### src/rtl/fadd_pre_aligner_pkg.sv
// Shared binary32 adder definitions: field widths, datapath geometry and the
// unpacked operand record used by the pre-aligner and the normaliser.
package fadd_pkg;

   localparam int unsigned EXP_W   = 8;
   localparam int unsigned FRAC_W  = 23;
   localparam int unsigned SIG_W   = 24;
   localparam int unsigned SUM_W   = 50;
   localparam int unsigned SIG_LSB = 25;

   localparam logic [EXP_W-1:0] EXP_SPECIAL = 8'hFF;
   // Beyond this distance the smaller significand lies entirely below bit 0.
   localparam logic [EXP_W-1:0] MAX_SHIFT   = 8'd48;

   typedef struct packed {
      logic             sign;
      logic [EXP_W-1:0] exp;
      logic [EXP_W-1:0] eexp;
      logic [SIG_W-1:0] sig;
   } unpacked_t;

   function automatic logic [SUM_W-1:0] place_sig(input logic [SIG_W-1:0] sig);
      return {1'b0, sig, {SIG_LSB{1'b0}}};
   endfunction

endpackage

### src/rtl/fadd_pre_aligner_if.sv
// Operand-in / aligned-sum-out handshake bundle of the adder front end.
interface fadd_pre_aligner_if;
   import fadd_pkg::*;

   logic                 in_valid;
   logic                 in_ready;
   logic [31:0]          in_a;
   logic [31:0]          in_b;
   logic                 in_op;
   logic                 out_valid;
   logic                 out_ready;
   logic [SUM_W-1:0]     out_mant;
   logic [EXP_W-1:0]     out_exp_max;
   logic                 out_sign;
   logic                 out_special;

   modport master (
      output in_valid, in_a, in_b, in_op, out_ready,
      input  in_ready, out_valid, out_mant, out_exp_max, out_sign, out_special
   );

   modport slave (
      input  in_valid, in_a, in_b, in_op, out_ready,
      output in_ready, out_valid, out_mant, out_exp_max, out_sign, out_special
   );

endinterface

### src/rtl/fadd_unpack.sv
// Splits one binary32 word into sign, raw/effective exponent and 24-bit
// significand; denormals get effective exponent 1 and no hidden bit.
module fadd_unpack
   import fadd_pkg::*;
(
   input  logic [31:0] op_i,
   output unpacked_t   unp_o
);

   logic hidden;

   always_comb begin
      hidden     = |op_i[30:23];
      unp_o.sign = op_i[31];
      unp_o.exp  = op_i[30:23];
      unp_o.eexp = hidden ? op_i[30:23] : 8'd1;
      unp_o.sig  = {hidden, op_i[22:0]};
   end

endmodule

### src/rtl/fadd_pre_aligner.sv
// Adder front end: orders operands by magnitude, right-aligns the smaller
// significand and adds/subtracts in a two-stage valid/ready pipeline.
module fadd_pre_aligner
   import fadd_pkg::*;
(
   input  logic                clk,
   input  logic                rst_n,
   fadd_pre_aligner_if.slave   bus
);

   logic s1_adv;
   logic s2_adv;

   logic [31:0] b_eff;
   unpacked_t   a_u;
   unpacked_t   b_u;
   unpacked_t   l_u;
   unpacked_t   s_u;
   logic        swap;

   logic             s1_valid_q;
   logic             s1_l_sign_q,   s1_l_sign_d;
   logic [EXP_W-1:0] s1_l_exp_q,    s1_l_exp_d;
   logic [SIG_W-1:0] s1_l_sig_q,    s1_l_sig_d;
   logic [SIG_W-1:0] s1_s_sig_q,    s1_s_sig_d;
   logic [EXP_W-1:0] s1_shift_q,    s1_shift_d;
   logic             s1_eff_sub_q,  s1_eff_sub_d;
   logic             s1_special_q,  s1_special_d;

   logic             s2_valid_q;
   logic [SUM_W-1:0] s2_mant_q,     s2_mant_d;
   logic [EXP_W-1:0] s2_exp_q;
   logic             s2_sign_q,     s2_sign_d;
   logic             s2_special_q;

   logic [SUM_W-1:0] l_al;
   logic [SUM_W-1:0] s_al;

   assign s2_adv = !s2_valid_q || bus.out_ready;
   assign s1_adv = !s1_valid_q || s2_adv;

   // Subtraction is folded into B's sign so stage 1 only sees an addition.
   assign b_eff = {bus.in_b[31] ^ bus.in_op, bus.in_b[30:0]};

   fadd_unpack u_unpack_a (.op_i(bus.in_a), .unp_o(a_u));
   fadd_unpack u_unpack_b (.op_i(b_eff),    .unp_o(b_u));

   always_comb begin
      swap         = b_eff[30:0] > bus.in_a[30:0];
      l_u          = swap ? b_u : a_u;
      s_u          = swap ? a_u : b_u;
      s1_l_sign_d  = l_u.sign;
      s1_l_exp_d   = l_u.exp;
      s1_l_sig_d   = l_u.sig;
      s1_s_sig_d   = s_u.sig;
      s1_shift_d   = l_u.eexp - s_u.eexp;
      s1_eff_sub_d = l_u.sign ^ s_u.sign;
      s1_special_d = (a_u.exp == EXP_SPECIAL) || (b_u.exp == EXP_SPECIAL);
   end

   always_comb begin
      l_al      = place_sig(s1_l_sig_q);
      s_al      = (s1_shift_q > MAX_SHIFT) ? '0 : (place_sig(s1_s_sig_q) >> s1_shift_q);
      s2_mant_d = s1_eff_sub_q ? (l_al - s_al) : (l_al + s_al);
      // Exact cancellation always yields +0.
      s2_sign_d = (s1_eff_sub_q && (s2_mant_d == '0)) ? 1'b0 : s1_l_sign_q;
   end

   always_ff @(posedge clk or negedge rst_n) begin
      if (!rst_n) begin
         s1_valid_q   <= 1'b0;
         s1_l_sign_q  <= 1'b0;
         s1_l_exp_q   <= '0;
         s1_l_sig_q   <= '0;
         s1_s_sig_q   <= '0;
         s1_shift_q   <= '0;
         s1_eff_sub_q <= 1'b0;
         s1_special_q <= 1'b0;
      end else if (s1_adv) begin
         s1_valid_q <= bus.in_valid;
         if (bus.in_valid) begin
            s1_l_sign_q  <= s1_l_sign_d;
            s1_l_exp_q   <= s1_l_exp_d;
            s1_l_sig_q   <= s1_l_sig_d;
            s1_s_sig_q   <= s1_s_sig_d;
            s1_shift_q   <= s1_shift_d;
            s1_eff_sub_q <= s1_eff_sub_d;
            s1_special_q <= s1_special_d;
         end
      end
   end

   always_ff @(posedge clk or negedge rst_n) begin
      if (!rst_n) begin
         s2_valid_q   <= 1'b0;
         s2_mant_q    <= '0;
         s2_exp_q     <= '0;
         s2_sign_q    <= 1'b0;
         s2_special_q <= 1'b0;
      end else if (s2_adv) begin
         s2_valid_q <= s1_valid_q;
         if (s1_valid_q) begin
            s2_mant_q    <= s2_mant_d;
            s2_exp_q     <= s1_l_exp_q;
            s2_sign_q    <= s2_sign_d;
            s2_special_q <= s1_special_q;
         end
      end
   end

   assign bus.in_ready    = s1_adv;
   assign bus.out_valid   = s2_valid_q;
   assign bus.out_mant    = s2_mant_q;
   assign bus.out_exp_max = s2_exp_q;
   assign bus.out_sign    = s2_sign_q;
   assign bus.out_special = s2_special_q;

endmodule
### src/flat_wrapper.sv
// flat-port wrapper written by rule: the top's interface ports become plain ports
module fadd_pre_aligner_flat import fadd_pkg::*;
  (clk, rst_n, bus_in_valid, bus_in_a, bus_in_b, bus_in_op, bus_out_ready, bus_in_ready, bus_out_valid, bus_out_mant, bus_out_exp_max, bus_out_sign, bus_out_special);
  fadd_pre_aligner_if bus_i ();
  input  logic clk;
  input  logic rst_n;
  input wire logic [$bits(bus_i.in_valid)-1:0] bus_in_valid;
  input wire logic [$bits(bus_i.in_a)-1:0] bus_in_a;
  input wire logic [$bits(bus_i.in_b)-1:0] bus_in_b;
  input wire logic [$bits(bus_i.in_op)-1:0] bus_in_op;
  input wire logic [$bits(bus_i.out_ready)-1:0] bus_out_ready;
  output wire logic [$bits(bus_i.in_ready)-1:0] bus_in_ready;
  output wire logic [$bits(bus_i.out_valid)-1:0] bus_out_valid;
  output wire logic [$bits(bus_i.out_mant)-1:0] bus_out_mant;
  output wire logic [$bits(bus_i.out_exp_max)-1:0] bus_out_exp_max;
  output wire logic [$bits(bus_i.out_sign)-1:0] bus_out_sign;
  output wire logic [$bits(bus_i.out_special)-1:0] bus_out_special;
  assign bus_i.in_valid = bus_in_valid;
  assign bus_i.in_a = bus_in_a;
  assign bus_i.in_b = bus_in_b;
  assign bus_i.in_op = bus_in_op;
  assign bus_i.out_ready = bus_out_ready;
  assign bus_in_ready = bus_i.in_ready;
  assign bus_out_valid = bus_i.out_valid;
  assign bus_out_mant = bus_i.out_mant;
  assign bus_out_exp_max = bus_i.out_exp_max;
  assign bus_out_sign = bus_i.out_sign;
  assign bus_out_special = bus_i.out_special;
  fadd_pre_aligner u_core (.clk(clk), .rst_n(rst_n), .bus(bus_i));
endmodule
### config.mk
export PLATFORM = sky130hd
export DESIGN_NAME = fadd_pre_aligner_flat
export DESIGN_NICKNAME = d
export VERILOG_FILES = /design/src/rtl/fadd_pre_aligner_pkg.sv /design/src/rtl/fadd_pre_aligner_if.sv /design/src/rtl/fadd_unpack.sv /design/src/rtl/fadd_pre_aligner.sv /design/src/flat_wrapper.sv
export SDC_FILE = /design/constraint.sdc
export NUM_CORES = 1
export LEC_CHECK = 0
export CORE_AREA = 2 2 158 160
export CTS_BUF_LIST = sky130_fd_sc_hd__clkbuf_8 sky130_fd_sc_hd__clkbuf_16
export CTS_CLUSTER_DIAMETER = 30
export CTS_CLUSTER_SIZE = 30
export DETAILED_ROUTE_END_ITERATION = 10
export DIE_AREA = 0 0 160 162
export PLACE_DENSITY = 0.79
export SYNTH_ARGS = -nofsm -noshare
export SYNTH_HDL_FRONTEND = slang
export SYNTH_HIERARCHICAL = 1
export SYNTH_SLANG_ARGS = --single-unit
export TNS_END_PERCENT = 30
### constraint.sdc
create_clock -name clk -period 6.2 [get_ports clk]
set_input_delay 0.62 -clock clk [delete_from_list [all_inputs] [get_ports clk]]
set_output_delay 0.62 -clock clk [all_outputs]
set_load 0.01 [all_outputs]
==> reports/qor.txt <==
number of global-route vias before repair: 13600
Worst path depth: 16
setup TNS: 0 ns
Ant. Diodes: 0
CP most frequent cell: a2111oi_0
EDFF count, synth: 0
Area Overhead vs Synth: 13.2%
Resized Gates After CTS: 0
Final #Nets: 1989
post-synthesis cell count: 1794
Final Cycle Share: 0.927
Overflow after GRT: 0
drc violations: 0
Slowest-stage cell, CP: a2111oi_0
Final Hold Viols: 0
Post-CTS Setup Inserts: 0
R2R depth: 16
max incr delay on CP: 0.89 ns
GR Util met3: 0.0697
global-route wire length before repair: 77700 um
global placer's final weighted congestion: 1.02
initial antenna violation count: 0
WL per Instance: 23.3 um
Post-DRT Antenna Nets: 0
Avg Cell Area, Syn: 7.94 um2
cell with the most instances after synthesis: nand2_1
setup slack, reg-to-reg: 0.45 ns
setup ws final: 0.455 ns
hold_buf cts: 0
status: finished clean
asr flop ratio synth: 1.00
# IOs: 131
met1 usage: 0.522
Die Ht: 162 um
Post-Route Utilization: 0.669
Vias: 14500
initial DRC count: 1697
RSZ-0062 raised after global routing: no
clk_lat worst skew: 0.44 ns
worst slew pin tran: 1.14 ns
GR peak layer: met2
drt total wl: 50400 um
worst-path fanout max: 40
Initial Utilization: 0.591
critical path type: reg -> reg
pin count of the biggest net entering global routing: 134
Worst Setup EP: u_core/bus.out_sign
Synthesized Nets: 1955
most common flop cell mapped by yosys: dfrtp_1
Tmin final: 5.75 ns
setup violators final: 0
largest cells by area after synthesis: dfrtp_1, ha_1, mux2i_1, o21ai_0, nand2_1
core area: 0.0241 mm2
synthesized flop and latch total: 129
area of the mapped netlist: 0.0142 mm2
vias per cell: 6.70
Placement Setup Slack: 0.571 ns
reg-to-reg startpoint: u_core/s1_shift_q[1]
share of cells above drive strength 1: 0.105
register area share after synthesis: 0.227
post-synth top area share: 0.227
Final Max Slew Viols: 0
total power: 6250 uW
Buf+Inv Stages, Crit Path: 2
Rows: 57
Yosys cell types: 97
arrival time of the worst setup path: 6.06 ns
worst endpoint required time: 6.51 ns
Root Driver: clkbuf_16
GRT Total Usage: 0.384
Max Cap Viol: 0
die extent in x: 160 um
TritonCTS Buffers: 17
nature of the critical path endpoint: flop
Worst VDD drop: 0.201 mV
power density over the cells: 388 mW/mm2
CP Launch Point: u_core/s1_shift_q[1]
CP delay by family, top: compound AO/OA/AOI/OAI gates
Hold WS: 0.183 ns
P_leak: 0.00725 uW
worst flop-to-flop path endpoint: u_core/bus.out_sign
Worst Hold Class: in -> async
most area-hungry cell type in the Yosys netlist: dfrtp_1
Slew Limit Headroom: 0.243
input/output buffers: 130
CTS tree: done
Pre-Repair DR Iteration Count: 7
post-detail-place hpwl: 39500 um
Yosys warning total: 6
startpoint types: flop
Clock Pin Slew Worst Setup and Hold Paths: 0.08 ns
final setup skew: 0.0198 ns
Die Area: 0.0259 mm2
htree depth: 4
FMAX: 174 MHz
Clock Sinks: 129
met2 GRT Util: 0.608
Commonest cells post-synth: nand2_1, o21ai_0, dfrtp_1
maximum clock insertion buffer count: 2
worst-path cell chain: buf_4 -> a21oi_1 -> a2111oi_0 -> a2111oi_0 -> buf_4 -> a2111oi_0 -> nor4_1 -> and3b_1 -> a41oi_1 -> o211ai_1 -> a2111oi_0 -> a2111oi_0 -> a21oi_1 -> nand4b_4 -> nor4_2 -> a31oi_1
## per-layer routing
layer,wire [um],part of all wire,vias up
li1,-,-,6574
met1,21000,0.42,6930
met2,22700,0.45,874
met3,4720,0.094,136
met4,2020,0.040,0
met5,0,0,-
## cell usage in the layout (no fill, tap or decap), drive strengths merged, types with 18 or more instances in the layout
cell | synthesis | routed
a21o | 25 | 25
a21oi | 68 | 68
buf | 87 | 68
clkdlybuf4s50 | 0 | 129
dfrtp | 129 | 129
ha | 91 | 91
inv | 90 | 98
mux2 | 40 | 40
mux2i | 98 | 98
nand2 | 196 | 196
nand2b | 34 | 34
nand3 | 39 | 39
nand4 | 26 | 26
nor2 | 105 | 105
nor2b | 24 | 24
nor3 | 48 | 48
nor4 | 18 | 18
o21ai | 161 | 161
o22ai | 26 | 26
o31ai | 19 | 19
or3 | 21 | 21
xnor2 | 34 | 34
## state kept, by name (all words and copies together), names as in the netlist, 8 cells and up
signal and count:
u_core/s1_l_exp_q 8, u_core/s1_shift_q 8, u_core/bus.out_mant 50, u_core/s1_l_sig_q 24
u_core/bus.out_exp_max 8, u_core/s1_s_sig_q 24
## through the flow
step | instance area [um2] | cells
final | 16100 | 2165
after global routing | 16100 | 2165
after CTS | 16100 | 2165
after detailed placement | 15500 | 2133
after global placement | 15500 | 2133
after floorplan | 14200 | 1794
## how the worst min path moves through the flow
stage,startpoint,to,depth (start not counted)
2_1_floorplan,rst_n,u_core/bus.out_exp_max[0],0
3_3_place_gp,u_core/s1_l_exp_q[1],u_core/s1_l_exp_q[1],2
3_5_place_dp,u_core/bus.out_mant[46],u_core/bus.out_mant[46],2
4_1_cts,rst_n,u_core/s1_s_sig_q[3],1
5_1_grt,rst_n,u_core/s1_s_sig_q[3],1
6_report,rst_n,u_core/s1_s_sig_q[3],1
## kinds of logic (layout without fill, tap and decap cells)
kind of cell | after synthesis | after routing | share of synthesized area
xor gates and xnor gates | 50 | 50 | 0.0307
buffers and inverters | 273 | 320 | 0.0920
DFF | 129 | 129 | 0.227
and+or+nand+nor | 598 | 598 | 0.214
adders and majority gates | 99 | 99 | 0.0863
AOI/OAI and AO/OA | 500 | 500 | 0.238
muxes | 145 | 145 | 0.112
## report_power, final
group          total (uW)  internal, uW  switching [uW]
logic                3910          1590            2320
registers            1320          1090             226
clock network        1030           566             460
total                6250          3250            3000
## area by class of cell
type	instances	area, um2
inverter	91	342
timing repair buffer	197	1830
clock inverter	15	154
clock buffer	17	425
fill	2042	7980
tap	324	405
multi-input combinational	1392	9740
sequential	129	3230
(Power assumes the default switching activity.)
